[config.mk]
export PLATFORM = sky130hd
export DESIGN_NAME = mvu_pe_pipe
export DESIGN_NICKNAME = d
export VERILOG_FILES = /design/src/rtl/mvu_pe_pipe.sv
export SDC_FILE = /design/constraint.sdc
export NUM_CORES = 1
export LEC_CHECK = 0
export BUFFER_PORTS_ARGS = -buffer_cell sky130_fd_sc_hd__buf_2
export CORE_MARGIN = 4
export CORE_UTILIZATION = 38
export DETAILED_ROUTE_END_ITERATION = 8
export PLACE_DENSITY_LB_ADDON = 0.3
export SLEW_MARGIN = 5
export SYNTH_ARGS = -nofsm -noshare
export SYNTH_HDL_FRONTEND = slang
export SYNTH_SLANG_ARGS = --single-unit
[constraint.sdc]
create_clock -name clock -period 4.5 [get_ports clock]
set_clock_uncertainty 0.2 [all_clocks]
set_input_delay 0.45 -clock clock [delete_from_list [all_inputs] [get_ports clock]]
set_output_delay 0.45 -clock clock [all_outputs]
set_load 0.02 [all_outputs]
[src/rtl/mvu_pe_pipe.sv]
// MVU processing element: SIMD multiply lanes, a registered adder tree and a
// fold accumulator. Beats enter on a valid/ready handshake, results leave on
// one. A result that is not taken holds the whole pipe.
// Optional build macro MVU_PE_SAT_EN: the accumulator saturates instead of
// wrapping, and out_ovf flags any saturation in the group. In the default
// build out_ovf is tied low.
module mvu_pe_pipe #(
  parameter int         SIMD   = 4,
  parameter int         TSrcI  = 4,
  parameter int         TW     = 4,
  parameter int         TDstI  = 16,
  parameter int         SF     = 8,
  parameter logic [1:0] OP_SGN = 2'b00
) (
  input  logic                    clock,
  input  logic                    reset,
  input  logic                    in_valid,
  output logic                    in_ready,
  input  logic [TSrcI*SIMD-1:0]   in_act,
  input  logic [TW*SIMD-1:0]      in_wgt,
  output logic                    out_valid,
  input  logic                    out_ready,
  output logic [TDstI-1:0]        out,
  output logic                    out_ovf
);

  // D registered tree levels; lanes are zero-padded up to NP = 2**D.
  localparam int D  = (SIMD > 1) ? $clog2(SIMD) : 0;
  localparam int NP = 1 << D;
  // Each operand gets one extra bit so the product is always a signed multiply.
  localparam int PW = TSrcI + TW + 2;
  localparam int CW = (SF > 1) ? $clog2(SF) : 1;

`ifdef MVU_PE_SAT_EN
  // The tree is wide enough to be exact; only the accumulator clips.
  localparam int  TREE_W = ((TDstI > PW) ? TDstI : PW) + D;
  localparam int  AW     = TREE_W + 2;
  localparam bit  SGN    = (OP_SGN != 2'b00);
  localparam logic signed [AW-1:0] ONE  = AW'(1);
  localparam logic signed [AW-1:0] MAXV = SGN ? ((ONE <<< (TDstI - 1)) - ONE)
                                              : ((ONE <<< TDstI) - ONE);
  localparam logic signed [AW-1:0] MINV = SGN ? -(ONE <<< (TDstI - 1)) : '0;
`else
  localparam int  TREE_W = TDstI;
`endif

  function automatic logic signed [TSrcI:0] ext_act(input logic [TSrcI-1:0] a);
    ext_act = {OP_SGN[0] & a[TSrcI-1], a};
  endfunction

  function automatic logic signed [TW:0] ext_wgt(input logic [TW-1:0] w);
    ext_wgt = {OP_SGN[1] & w[TW-1], w};
  endfunction

`ifdef MVU_PE_SAT_EN
  // Accumulator value re-read in the signedness of the result range.
  function automatic logic signed [AW-1:0] acc_widen(input logic [TDstI-1:0] a);
    acc_widen = {{(AW - TDstI){SGN & a[TDstI-1]}}, a};
  endfunction

  // Returns {clipped, value} with value clamped to the TDstI result range.
  function automatic logic [TDstI:0] sat_acc(input logic signed [AW-1:0] v);
    if (v > MAXV)      sat_acc = {1'b1, MAXV[TDstI-1:0]};
    else if (v < MINV) sat_acc = {1'b1, MINV[TDstI-1:0]};
    else               sat_acc = {1'b0, v[TDstI-1:0]};
  endfunction
`endif

  logic stall;
  assign stall    = out_valid & ~out_ready;
  assign in_ready = ~stall;

  logic [CW-1:0] fold_cnt;
  logic          beat_last;
  assign beat_last = (fold_cnt == CW'(SF - 1));

  // Fold counter: position of the next accepted beat within its group.
  always_ff @(posedge clock) begin
    if (reset) begin
      fold_cnt <= '0;
    end else if (in_valid & in_ready) begin
      fold_cnt <= beat_last ? '0 : fold_cnt + 1'b1;
    end
  end

  // Per-lane products, padding lanes forced to zero.
  logic [NP*PW-1:0] prod_flat;
  for (genvar i = 0; i < NP; i++) begin : g_lane
    if (i < SIMD) begin : g_mul
      assign prod_flat[i*PW +: PW] = PW'(ext_act(in_act[i*TSrcI +: TSrcI]))
                                   * PW'(ext_wgt(in_wgt[i*TW +: TW]));
    end else begin : g_pad
      assign prod_flat[i*PW +: PW] = '0;
    end
  end

  // Control tags: stage 0 is the product register, stage k the k-th tree level.
  logic vld_p  [0:D];
  logic last_p [0:D];

  // Valid/last tags ride alongside the data and hold on stall.
  always_ff @(posedge clock) begin
    if (reset) begin
      for (int k = 0; k <= D; k++) begin
        vld_p[k]  <= 1'b0;
        last_p[k] <= 1'b0;
      end
    end else if (!stall) begin
      vld_p[0]  <= in_valid;
      last_p[0] <= beat_last;
      for (int k = 1; k <= D; k++) begin
        vld_p[k]  <= vld_p[k-1];
        last_p[k] <= last_p[k-1];
      end
    end
  end

  for (genvar k = 0; k <= D; k++) begin : g_lvl
    localparam int N = NP >> k;
    logic signed [TREE_W-1:0] node [0:N-1];
    if (k == 0) begin : g_leaf
      // Stage p0: register the extended lane products.
      always_ff @(posedge clock) begin
        if (!stall) begin
          for (int j = 0; j < N; j++) begin
            node[j] <= TREE_W'(signed'(prod_flat[j*PW +: PW]));
          end
        end
      end
    end else begin : g_add
      // Stage p<k>: pairwise sums of the previous level.
      always_ff @(posedge clock) begin
        if (!stall) begin
          for (int j = 0; j < N; j++) begin
            node[j] <= g_lvl[k-1].node[2*j] + g_lvl[k-1].node[2*j+1];
          end
        end
      end
    end
  end

  logic signed [TREE_W-1:0] tree_sum;
  assign tree_sum = g_lvl[D].node[0];

  logic [TDstI-1:0] acc;
  logic [TDstI-1:0] acc_nxt;
  logic             acc_first;

`ifdef MVU_PE_SAT_EN
  logic               acc_ovf;
  logic               ovf_nxt;
  logic signed [AW-1:0] acc_tot;
  logic [TDstI:0]     sat_res;

  assign acc_tot = (acc_first ? '0 : acc_widen(acc)) + AW'(tree_sum);
  assign sat_res = sat_acc(acc_tot);
  assign acc_nxt = sat_res[TDstI-1:0];
  assign ovf_nxt = (acc_first ? 1'b0 : acc_ovf) | sat_res[TDstI];

  // Overflow flag: sticky across a group, presented with the result.
  always_ff @(posedge clock) begin
    if (reset) begin
      acc_ovf <= 1'b0;
      out_ovf <= 1'b0;
    end else begin
      if (out_valid & out_ready) begin
        out_ovf <= 1'b0;
      end
      if (!stall && vld_p[D]) begin
        if (last_p[D]) begin
          out_ovf <= ovf_nxt;
          acc_ovf <= 1'b0;
        end else begin
          acc_ovf <= ovf_nxt;
        end
      end
    end
  end
`else
  assign acc_nxt = acc_first ? tree_sum : acc + tree_sum;
  assign out_ovf = 1'b0;
`endif

  // Accumulator stage: load on beat 0, add otherwise, publish on the last beat.
  always_ff @(posedge clock) begin
    if (reset) begin
      acc       <= '0;
      acc_first <= 1'b1;
      out       <= '0;
      out_valid <= 1'b0;
    end else begin
      if (out_valid & out_ready) begin
        out_valid <= 1'b0;
      end
      if (!stall && vld_p[D]) begin
        if (last_p[D]) begin
          out       <= acc_nxt;
          out_valid <= 1'b1;
          acc       <= '0;
          acc_first <= 1'b1;
        end else begin
          acc       <= acc_nxt;
          acc_first <= 1'b0;
        end
      end
    end
  end

endmodule

== Word level (Yosys, flattened, before mapping) ==
Memories as Yosys holds them, arrays and structs flattened.
Index checks and enable logic that the tools add are counted.
Cells by class
  add/sub/neg operators: 5
  multipliers: 4
  divide/modulo/power cells: 0
  magnitude comparators: 0
  equality and inequality tests: 1
  shifts and indexed selects: 0
  multiplexer cells: 18
  bitwise operators: 11
  reductions and logical operators: 3
Operators with widths (count)
  $add A16 B16 Y16: 4
  $mul A4 B4 Y8: 4
  $mux W16: 2
  $mux W1: 15
  $or A1 B1 Y1: 6
  $add A3 B1 Y3 const B: 1
  $and A1 B1 Y1: 3
  $eq A3 B3 Y1 const B: 1
  $mux W3: 1
  $not A1 Y1: 2
  $reduce_and A2 Y1: 1
  $logic_and A1 B1 Y1: 1
  $logic_not A1 Y1: 1
Word-level totals
  register bits: 37
  latch bits: 0
  bits in writable memories: 86
  ROM bits: 0
  bits of input ports: 36
  output and inout port bits: 19
  word-level logic and storage cells: 52
  memories: 5
Memory list
  g_lvl[0].node: words 4, bits a word 8, rd ports 4, clocked after memory_dff 0, write ports 4, RTL line 120  | logic signed [TREE_W-1:0] node [0:N-1];
  g_lvl[1].node: words 2, bits a word 16, rd ports 2, clocked after memory_dff 0, write ports 2, RTL line 120
  g_lvl[2].node: words 1, bits a word 16, rd ports 1, clocked after memory_dff 0, write ports 1, RTL line 120
  last_p: words 3, bits a word 1, rd ports 3, clocked after memory_dff 0, write ports 3, RTL line 99  | logic last_p [0:D];
  vld_p: words 3, bits a word 1, rd ports 3, clocked after memory_dff 0, write ports 3, RTL line 98  | logic vld_p [0:D];

== Depth between registers and ports, before layout ==
Gate-level depths: netlist of the first run.
  word-level depth: 6
  mapped depth: 10
  depth with buffers taken out: 10

== Worst setup path after synthesis of the first run ==
OpenSTA, ideal clock, no wires.
  path type: input port to flip-flop
  start: input out_ready
  end: memory last_p[0][0] (enable)
  arrival: 2.984 ns
  data required time: 3.973 ns
  path slack: 0.989 ns
  stages: 3
  cell sequence: nand2b_1 clkbuf_1 nand2b_1
RTL lines
  from (decl): RTL line 22  | input logic out_ready,
  to (decl): RTL line 99

==> run summary, run 1 <==
average wire per standard cell = 12.5 microns
crit start category = primary input
clock-pin slew on the worst setup and hold paths = 0.07 ns
Yosys warnings = 0
first-pass GRT wire length = 20,000 microns
RSZ-0062 raised after global routing = false
initial antenna violation count = 0
fin. max-slew vios = 0
maximum number of pins on one net before global-route repair = 46
gr usage total = 0.123
crit end category = flip-flop
Max-Cap Viols = 0
Syn Area/Cell = 10.5 sq um
Multi-input gate area = 3640 sq um
DRC viols = 0
hold_buf cts = 0
Die ar. = 19,400 sq um
Yosys reg bits = 103
violation count after the first detailed-route iteration = 170
core area = 16,800 sq um
Worst-Margin Slew = 0.833 ns
area growth from synthesis to layout = 12.3%
CTS tree = built
post-synthesis cell type count = 51
# rows = 47
Detailed Routing Iterations Pass 1 = 4
Worst Path Buf+Inv = 2
Worst path top cell family by delay = adder cells
sequential cell area fraction in the yosys report = 0.415
Starting Density = 0.391
final worst path period share = 0.644
Port Buffers = 53
die outline height = 139 microns
synthesized area = 6560 sq um
Rel. slew slack = 0.444
routed vias/inst = 4.96
Reg area = 2720 sq um
worst vdd ir = 0.231 mV
CTS max path bufs = 2
Fin. Hold Viols = 0
vias in the first global route = 4,551
final wirelength = 11,300 microns
power density cells = 425 nW/um^2
CTS buffer count = 9
Die X = 139 microns
final antenna diode count = 0
post-CTS sizing = 0
CP cell instances = buf_2 -> nand2_1 -> fa_1 -> inv_1 -> fa_1 -> ha_1 -> a21o_1 -> a21oi_1 -> o21bai_1 -> a21oi_1 -> xnor2_1
GP Congestion = 0.833
I/O Pins = 55
CP max FO = 4
Post-synth EDFFs = 66
nets@finish = 822
Post-DP HPWL = 9120 microns
Overflow after GRT = 0
synthesized net count = 766
Final ANT Viol Nets = 0
WP data arrival = 2.79 ns
root buffer selected by CTS = clkbuf_16
ratio of cells with drive above 1 in the final layout = 0.118
max incr delay on CP = 0.54 ns
Min-Delay Path Class = primary input to flip-flop
pre-CTS WS = 1.23 ns
Max Clock Freq = 345 MHz
WP data required = 4.39 ns
fin worst setup slack = 1.60 ns
CTS sink cnt = 103
Vias = 4,491
final setup TNS = 0 ns
asr flop ratio synth = 0
launch point of the worst path = in_wgt[11]
CTS H-tree depth = 3
Main synth FF type = edfxtp_1
Leakage Power = 3.45 nW
RR Startpoint = g_lvl[2].node[0][0]$_DFFE_PN_
status = complete, no violations
setup violators final = 0
Fillers = 1,613
Setup CP Type = primary input to flip-flop
Post-Synthesis Cells = 625
critical path's slowest cell = fa_1
Final Critical Period = 2.90 ns
min-delay src = in_valid
setup bufs post-CTS = 0
later-pin clock latency in the skew report = 0.34 ns
==> where the power goes <==
part           total [mW]  internal (mW)  switching (mW)
combinational        1.05          0.490           0.556
clock               0.751          0.430           0.321
sequential           1.34           1.25          0.0827
total                3.13           2.17           0.959
==> cells by family (layout without fill, tap and decap cells) <==
family                   after synthesis  count (layout)  share of synthesized area
AND/OR/NAND/NOR                      186             186                      0.141
multiplexers                           3               3                    0.00458
XOR/XNOR                              45              45                     0.0601
other                                  1               1                   0.000572
flip-flops                           103             103                      0.415
AO/OA/AOI/OAI                        129             129                      0.124
adder cells (fa/ha/maj)              105             105                      0.223
buffers and inverters                 53             114                     0.0309
==> worst min-delay path, cell delays in order <==
cell and delay (ns):
buf_2 0.12, nand3_1 0.06, a21oi_1 0.05
==> synth_stat cells, drive strengths merged, types with 2 or more instances <==
library cell   n  area, sq um
nand2b         6         37.5
a21oi         41          205
o21ai         35          175
nand2         62          235
nor2b          4         25.0
nand3          8         40.0
a21o          16          121
a22o           8         70.1
fa            20          400
o41ai          2         17.5
nand4          3         18.8
o21a           3         22.5
and2          48          302
a22oi          3         22.5
nor3          10         50.1
xor2           8         70.1
o211ai         2         15.0
xnor2         37          324
edfxtp        66         1980
dfxtp         37          741
mux2i          3         30.0
inv           43          161
clkbuf         9         33.8
a211o          2         17.5
a31oi          2         12.5
or3            4         30.0
o21bai         5         37.5
and3           8         51.3
ha            85         1060
a32oi          2         17.5
nor2          29          109
==> per-stage QoR <==
stage	cells	utilization	total power, mW	cell area, sq um	hold slack [ns]
6_report	906	0.440	3.13	7370	0.192
4_1_cts	906	0.440	3.16	7370	0.181
2_1_floorplan	625	-	2.16	6560	0.240
3_5_place_dp	890	0.422	2.40	7080	0.240
3_3_place_gp	890	0.422	2.35	7080	0.229
5_1_grt	906	0.440	3.38	7370	0.210
==> final timing paths <==
kind                              endpoint  slack, ns  cells after the start
max          g_lvl[0].node[2][7]$_DFFE_PN_       1.60                     11
min               fold_cnt[1]$_SDFFE_PP0P_       0.19                      3
max reg2reg           out[12]$_SDFFE_PP0P_       1.92                      8
min reg2reg           out[14]$_SDFFE_PP0P_       0.25                      2
==> flip-flops by register name, indices dropped and copies added, names as in the netlist <==
signal and count:
last_p 3, out 16, acc 16, vld_p 3, fold_cnt 3, g_lvl.node 60, acc_first 1, out_valid 1
==> layout by cell type, fill, tap and decap left out, drive strengths merged, types with 2 or more instances in the layout <==
cell    Yosys  layout
clkinv      0       3
buf         1      55
a32oi       2       2
clkbuf      9      10
and2       48      48
nand2      62      62
o21a        3       3
inv        43      45
ha         85      85
a22o        8       8
and3        8       8
nand4       3       3
a21oi      41      41
o21bai      5       5
a31oi       2       2
o211ai      2       2
edfxtp     66      66
nor3       10      10
o41ai       2       2
nand3       8       8
nor2b       4       4
xor2        8       8
o21ai      35      35
xnor2      37      37
a211o       2       2
nor2       29      29
dfxtp      37      37
nand2b      6       6
mux2i       3       3
a22oi       3       3
or3         4       4
fa         20      20
a21o       16      16
==> per-layer routing <==
metal / GRT usage / up-vias / part of all wire
met5: 0 / - / 0
met4: 0.0355 / 0 / 0.013
met3: 0.0360 / 12 / 0.044
met2: 0.210 / 82 / 0.50
met1: 0.150 / 2081 / 0.44
li1: - / 2316 / -
==> layout make-up <==
class	instances	share of cell area
multi-input cells	469	0.494
clock inverters	6	0.00815
well taps	220	0.0374
flip-flops and latches	103	0.370
inverters	43	0.0219
clock buffers	10	0.0311
repair buffers	55	0.0380
(Power assumes the default switching activity.)
==> run 2, diff against run 1 <==
==> constraint.sdc (replaced) <==
create_clock -name clock -period 2.9 [get_ports clock]
set_clock_uncertainty 0.2 [all_clocks]
set_input_delay 0.29 -clock clock [delete_from_list [all_inputs] [get_ports clock]]
set_output_delay 0.29 -clock clock [all_outputs]
set_load 0.02 [all_outputs]
==> run 2 against run 1 <==
First-iteration DRC count is 33% lower. Combinational power is 58% higher. Sequential share of layout area is 1.2 points lower. Critical endpoint unchanged.
==> run summary, run 2 (synthesis gave the netlist of run 1 again) <==
status = complete, no violations
Worst path top cell family by delay = adder cells
maximum number of pins on one net before global-route repair = 72 (+57%)
clock-pin slew on the worst setup and hold paths = 0.07 ns (about the same)
Worst-Margin Slew = 0.798 ns (-0.0347 ns)
final worst path period share = 0.924
Leakage Power = 3.60 nW (+4.3%)
later-pin clock latency in the skew report = 0.35 ns (about the same)
reg2reg path depth = 8 (unchanged)
die outline height = 139 microns (unchanged)
Int Pwr = 3.33 mW (+53%)
core area = 16,800 sq um (unchanged)
Max Clock Freq = 373 MHz
Final ANT Viol Nets = 0 (unchanged)
crit end category = flip-flop
Fillers = 1,574 (-2.4%)
area growth from synthesis to layout = 16.2%
CP max FO = 2 (-2)
final setup TNS = 0 ns (unchanged)
Vias = 4,675 (+4.1%)
average wire per standard cell = 12.5 microns (+0.70%)
Post-Place Cells = 924 (+3.8%)
WP data arrival = 2.58 ns (-0.21 ns)
Final Critical Period = 2.68 ns
Port Buffers = 53 (unchanged)
Setup CP Type = primary input to flip-flop
setup violators final = 0 (unchanged)
Overflow after GRT = 0 (unchanged)
Min-Delay Path Class = primary input to flip-flop
CTS tree = built
CTS max path bufs = 2 (unchanged)
final wirelength = 11,800 microns (+4.5%)
Post-DP HPWL = 9470 microns (+3.8%)
ratio of cells with drive above 1 in the final layout = 0.160 (+0.0416)
final antenna diode count = 0 (unchanged)
Max-Cap Viols = 0 (unchanged)
root buffer selected by CTS = clkbuf_16
Fin. Hold Viols = 0 (unchanged)
I/O Pins = 55 (unchanged)
GP Congestion = 0.826 (-0.88%)
gr usage total = 0.127 (+0.00469)
Comb pwr share = 0.343 (+0.009)
switching share of total power = 0.315 (+0.00830)
fin. max-slew vios = 0 (unchanged)
routed vias/inst = 4.97 (+0.33%)
Seq pwr share = 0.427 (about the same)
Detailed Routing Iterations Pass 1 = 4 (unchanged)
Starting Density = 0.391 (unchanged)
Die X = 139 microns (unchanged)
Top reg by flops = g_lvl.node
Regs by FF count = g_lvl.node x60, acc x16, out x16
DRC viols = 0 (unchanged)
CTS sink cnt = 103 (unchanged)
violation count after the first detailed-route iteration = 114 (-33%)
first-pass GRT wire length = 20,900 microns (+4.1%)
Worst path depth = 11 (unchanged)
# rows = 47 (unchanged)
most common cell after layout, fill and taps aside = ha_1
Rel. slew slack = 0.467 (+0.0232)
initial antenna violation count = 0 (unchanged)
Sw Pwr = 1.53 mW (+59%)
CP cell instances = buf_2 -> nand2_1 -> fa_1 -> inv_1 -> fa_1 -> ha_1 -> a21o_1 -> a21oi_1 -> o21bai_1 -> a21oi_1 -> xnor2_1
clock share of power = 0.230 (-0.010)
CTS H-tree depth = 3 (unchanged)
most frequent cells in the layout = ha_1, edfxtp_1, nand2_1
setup bufs post-CTS = 0 (unchanged)
CTS buffer count = 9 (unchanged)
crit start category = primary input
critical path's slowest cell = fa_1
power density cells = 637 nW/um^2 (+50%)
WP data required = 2.80 ns (-1.59 ns)
hold depth = 3 (unchanged)
non-filler cells, final = 940 (+3.8%)
nets@finish = 856 (+4.1%)
Die ar. = 19,400 sq um (unchanged)
hold_buf cts = 0 (unchanged)
max incr delay on CP = 0.54 ns (about the same)
RSZ-0062 raised after global routing = false
post-CTS sizing = 0 (unchanged)
worst vdd ir = 0.396 mV (+71%)
max FFs per register = 60 (unchanged)
vias in the first global route = 4,712 (+3.5%)
Worst Path Buf+Inv = 2 (unchanged)
-- run 2: cell types whose count changed in the layout (fill, tap and decap cells not counted), sizes merged --
cell      previous run  this run
clkinvlp             0         2
bufinv               1         0
buf                 55        89
inv                 45        44
-- run 2: worst register-to-register path: stages (launching register included) --
cell and delay, ns:
edfxtp_1 0.39, ha_1 0.23, fa_1 0.44, a211o_1 0.30, a21oi_1 0.24, o221ai_2 0.23
and3_2 0.29, xnor2_1 0.14, o21ai_1 0.07
-- run 2: stage by stage --
step	hold slack, ns	setup slack (ns)	utilization	instance area, sq um	total power [mW]
2_1_floorplan	0.237	0.0297	-	6560	3.35
3_3_place_gp	0.230	-0.0505	0.438	7350	3.69
3_5_place_dp	0.246	-0.166	0.438	7350	3.76
4_1_cts	0.0115	0.213	0.455	7620	4.90
5_1_grt	0.0222	0.0697	0.455	7620	5.22
6_report	0.0286	0.221	0.455	7620	4.85
-- run 2: layout make-up --
class	instances	area [sq um]	share of cell area
Tap cell	220	275	0.0361
Clock inverter	6	46.3	0.00607
Multi-Input combinational cell	469	3640	0.477
Inverter	43	161	0.0212
Sequential cell	103	2720	0.357
Timing Repair Buffer	89	548	0.0719
Clock buffer	10	229	0.0300
-- run 2: layer usage --
metal / vias up / wire length (microns) / track usage
met4: 0 / 179 / 0.0391
li1: 2388 / - / -
met2: 79 / 5840 / 0.223
met5: - / 0 / 0
met3: 12 / 422 / 0.0278
met1: 2196 / 5360 / 0.157
-- run 2: path summary, 6_finish.rpt --
kind / slack [ns] / start / endpoint
max reg2reg: 0.29 / g_lvl[2].node[0][0]$_DFFE_PN_ / out[12]$_SDFFE_PP0P_
min reg2reg: 0.25 / out[12]$_SDFFE_PP0P_ / out[12]$_SDFFE_PP0P_
max: 0.22 / in_wgt[11] / g_lvl[0].node[2][7]$_DFFE_PN_
min: 0.03 / in_valid / fold_cnt[2]$_SDFFE_PP0P_
-- run 2: power by group through the flow --
stage	combinational [mW]	clock, mW	sequential [mW]
after global routing	1.91	1.22	2.10
after CTS	1.68	1.15	2.07
after global placement	1.59	0	2.10
final	1.66	1.12	2.07
after detailed placement	1.66	0	2.11
after floorplan	1.30	0	2.05
==> run 3, diff against run 2 <==
--- a/config.mk
+++ b/config.mk
@@ -6,10 +6,12 @@
 export NUM_CORES = 1
 export LEC_CHECK = 0
 export BUFFER_PORTS_ARGS = -buffer_cell sky130_fd_sc_hd__buf_2
+export CORE_ASPECT_RATIO = 0.8
 export CORE_MARGIN = 4
 export CORE_UTILIZATION = 38
 export DETAILED_ROUTE_END_ITERATION = 8
 export PLACE_DENSITY_LB_ADDON = 0.3
+export RECOVER_POWER = 100
 export SLEW_MARGIN = 5
 export SYNTH_ARGS = -nofsm -noshare
 export SYNTH_HDL_FRONTEND = slang
==> constraint.sdc (replaced) <==
create_clock -name clock -period 2.7 [get_ports clock]
set_clock_uncertainty 0.2 [all_clocks]
set_input_delay 0.27 -clock clock [delete_from_list [all_inputs] [get_ports clock]]
set_output_delay 0.27 -clock clock [all_outputs]
set_load 0.02 [all_outputs]
==> run 3 against run 2 <==
Cell count down 0.21%. Count of clock-buffer cells in the layout is 1 higher. Clock power increased by 18%. Critical endpoint is now g_lvl[0].node[0][7]$_DFFE_PN_. Wire length increased by 1.6%. Global-route usage increased by 0.22 points. Critical path type unchanged. Combinational power up 8%. Utilization down 0.077 points. Via count is 2.1% lower.
==> run summary, run 3 (synthesis gave the netlist of run 1 again) <==
WHS = 0.0333 ns (+0.00461 ns)
crit start category = primary input
Final Critical Period = 2.58 ns
CTS sink cnt = 103 (unchanged)
Starting Density = 0.391 (about the same)
violation count after the first detailed-route iteration = 217 (+90%)
most common cell after layout, fill and taps aside = ha_1
# rows = 42 (-11%)
most frequent cells in the layout = ha_1, edfxtp_1, nand2_1
Post-Place Cells = 921 (-0.32%)
max FFs per register = 60 (unchanged)
CP cell instances = buf_2 -> nand2_1 -> fa_1 -> inv_1 -> fa_1 -> ha_1 -> a21o_1 -> a21oi_2 -> o21bai_1 -> a21oi_1 -> xnor2_1
Overflow after GRT = 0 (unchanged)
I/O Pins = 55 (unchanged)
CTS H-tree depth = 3 (unchanged)
Detailed Routing Iterations Pass 1 = 5 (+1)
Top reg by flops = g_lvl.node
final setup TNS = 0 ns (unchanged)
final worst path period share = 0.955
pre-CTS WS = -0.236 ns (-0.0704 ns)
RR Startpoint = g_lvl[2].node[0][0]$_DFFE_PN_
Worst R2R End = acc[12]$_SDFFE_PP0P_
fin. max-slew vios = 0 (unchanged)
Pwr Total = 5.34 mW (+10%)
average wire per standard cell = 12.8 microns (+1.8%)
Fillers = 1,569 (-0.32%)
final wirelength = 12,000 microns (+1.6%)
root buffer selected by CTS = clkbuf_16
CTS max path bufs = 2 (unchanged)
Setup CP Type = primary input to flip-flop
first-pass GRT wire length = 21,200 microns (+1.5%)
worst vdd ir = 0.483 mV (+22%)
Worst path top cell family by delay = adder cells
die outline height = 126 microns (-9.9%)
Worst path most repeated cell = fa_1
final antenna diode count = 0 (unchanged)
hold depth = 3 (unchanged)
setup violators final = 0 (unchanged)
CTS tree = built
Worst-Margin Slew = 0.899 ns (+0.101 ns)
ratio of cells with drive above 1 in the final layout = 0.132 (-0.0274)
reg2reg path depth = 8 (unchanged)
Max-Cap Viols = 0 (unchanged)
gr usage total = 0.129 (+0.00222)
RSZ-0062 raised after global routing = false
final core occ = 0.454 (-0.000774)
Worst Path Buf+Inv = 2 (unchanged)
Multi-input gate area = 3650 sq um (+0.38%)
min-delay src = in_valid
critical path's slowest cell = fa_1
maximum number of pins on one net before global-route repair = 72 (unchanged)
area growth from synthesis to layout = 16.0%
hold_buf cts = 0 (unchanged)
later-pin clock latency in the skew report = 0.34 ns (about the same)
Die X = 155 microns (+11%)
fin worst setup slack = 0.120 ns (-0.100 ns)
Rel. slew slack = 0.400 (-0.0666)
WP data required = 2.59 ns (-0.21 ns)
GP Congestion = 0.871 (+5.5%)
routed vias/inst = 4.88 (-1.9%)
max incr delay on CP = 0.54 ns (about the same)
CP max FO = 2 (unchanged)
Port Buffers = 53 (unchanged)
Final ANT Viol Nets = 0 (unchanged)
clock-pin slew on the worst setup and hold paths = 0.06 ns (about the same)
Vias = 4,576 (-2.1%)
Min-Delay Path Class = primary input to flip-flop
vias in the first global route = 4,744 (+0.68%)
CTS buffer count = 9 (unchanged)
r2r setup slk = 0.15 ns (-0.14 ns)
DRC viols = 0 (unchanged)
Die ar. = 19,400 sq um (about the same)
core area = 16,800 sq um (about the same)
Post-DP HPWL = 9490 microns (+0.24%)
power density cells = 702 nW/um^2 (+10%)
Fin. Hold Viols = 0 (unchanged)
Leakage Power = 3.52 nW (-2.3%)
Worst Hold End = fold_cnt[1]$_SDFFE_PP0P_
placed instance area = 7350 sq um (unchanged)
status = complete, no violations
initial antenna violation count = 0 (unchanged)
fin area = 7610 sq um (-0.15%)
Max Clock Freq = 388 MHz
Reg area = 2720 sq um (unchanged)
nets@finish = 854 (-0.23%)
WP data arrival = 2.47 ns (-0.11 ns)
non-filler cells, final = 938 (-0.21%)
Regs by FF count = g_lvl.node x60, acc x16, out x16
crit end category = flip-flop
==> run 3: cell count changes in the layout (fill, tap and decap cells not counted), moves of 2 or more <==
cell,change
clkbuf_4,+6
clkinv_4,-2
buf_4,-11
and2_1,-9
buf_2,-19
clkbuf_16,+2
o21ai_0,+3
and2_0,+9
clkbuf_1,+22
o21ai_1,-3
a21oi_1,-5
a21oi_2,+5
==> run 3: how the worst max path moves through the flow <==
stage / cells after the start / from / endpoint
final: 11 / in_wgt[1] / g_lvl[0].node[0][7]$_DFFE_PN_
after global routing: 11 / in_wgt[1] / g_lvl[0].node[0][7]$_DFFE_PN_
after CTS: 8 / g_lvl[2].node[0][0]$_DFFE_PN_ / out[12]$_SDFFE_PP0P_
after detailed placement: 11 / in_act[10] / g_lvl[0].node[2][7]$_DFFE_PN_
after global placement: 11 / in_act[10] / g_lvl[0].node[2][7]$_DFFE_PN_
after floorplan: 10 / in_act[4] / g_lvl[0].node[1][7]$_DFFE_PN_
==> run 3: report_power, final <==
part | internal [mW] | total [mW] | switching (mW) | leakage (nW)
Combinational | 0.858 | 1.80 | 0.938 | 2.32
Sequential | 2.09 | 2.23 | 0.139 | 1.03
Clock | 0.779 | 1.32 | 0.542 | 0.161
==> run 3: repair_timing <==
item / in CTS / in global routing
setup buffers: 0 / 1
resized for setup: 0 / 1
setup endpoints to repair: 0 / 5
endpoints found under the hold margin: 0 / 0
==> run 3: layout make-up <==
| class | instances | area share |
|---|---|---|
| clock buffers | 11 | 0.0362 |
| clock inverters | 5 | 0.00543 |
| inverters | 43 | 0.0212 |
| multi-input cells | 469 | 0.480 |
| flip-flops and latches | 103 | 0.358 |
| well taps | 220 | 0.0362 |
| repair buffers | 87 | 0.0633 |
==> run 3: tightest hold or removal path, stage by stage <==
cell     delay (ns)
buf_2          0.12
nand3_1        0.07
a21oi_1        0.06
==> run 3: metal layers <==
layer / up-vias / part of all wire / GRT usage
met1: 2107 / 0.49 / 0.173
li1: 2374 / - / -
met5: - / 0 / 0
met2: 82 / 0.46 / 0.212
met4: 0 / 0.011 / 0.0327
met3: 13 / 0.041 / 0.0304
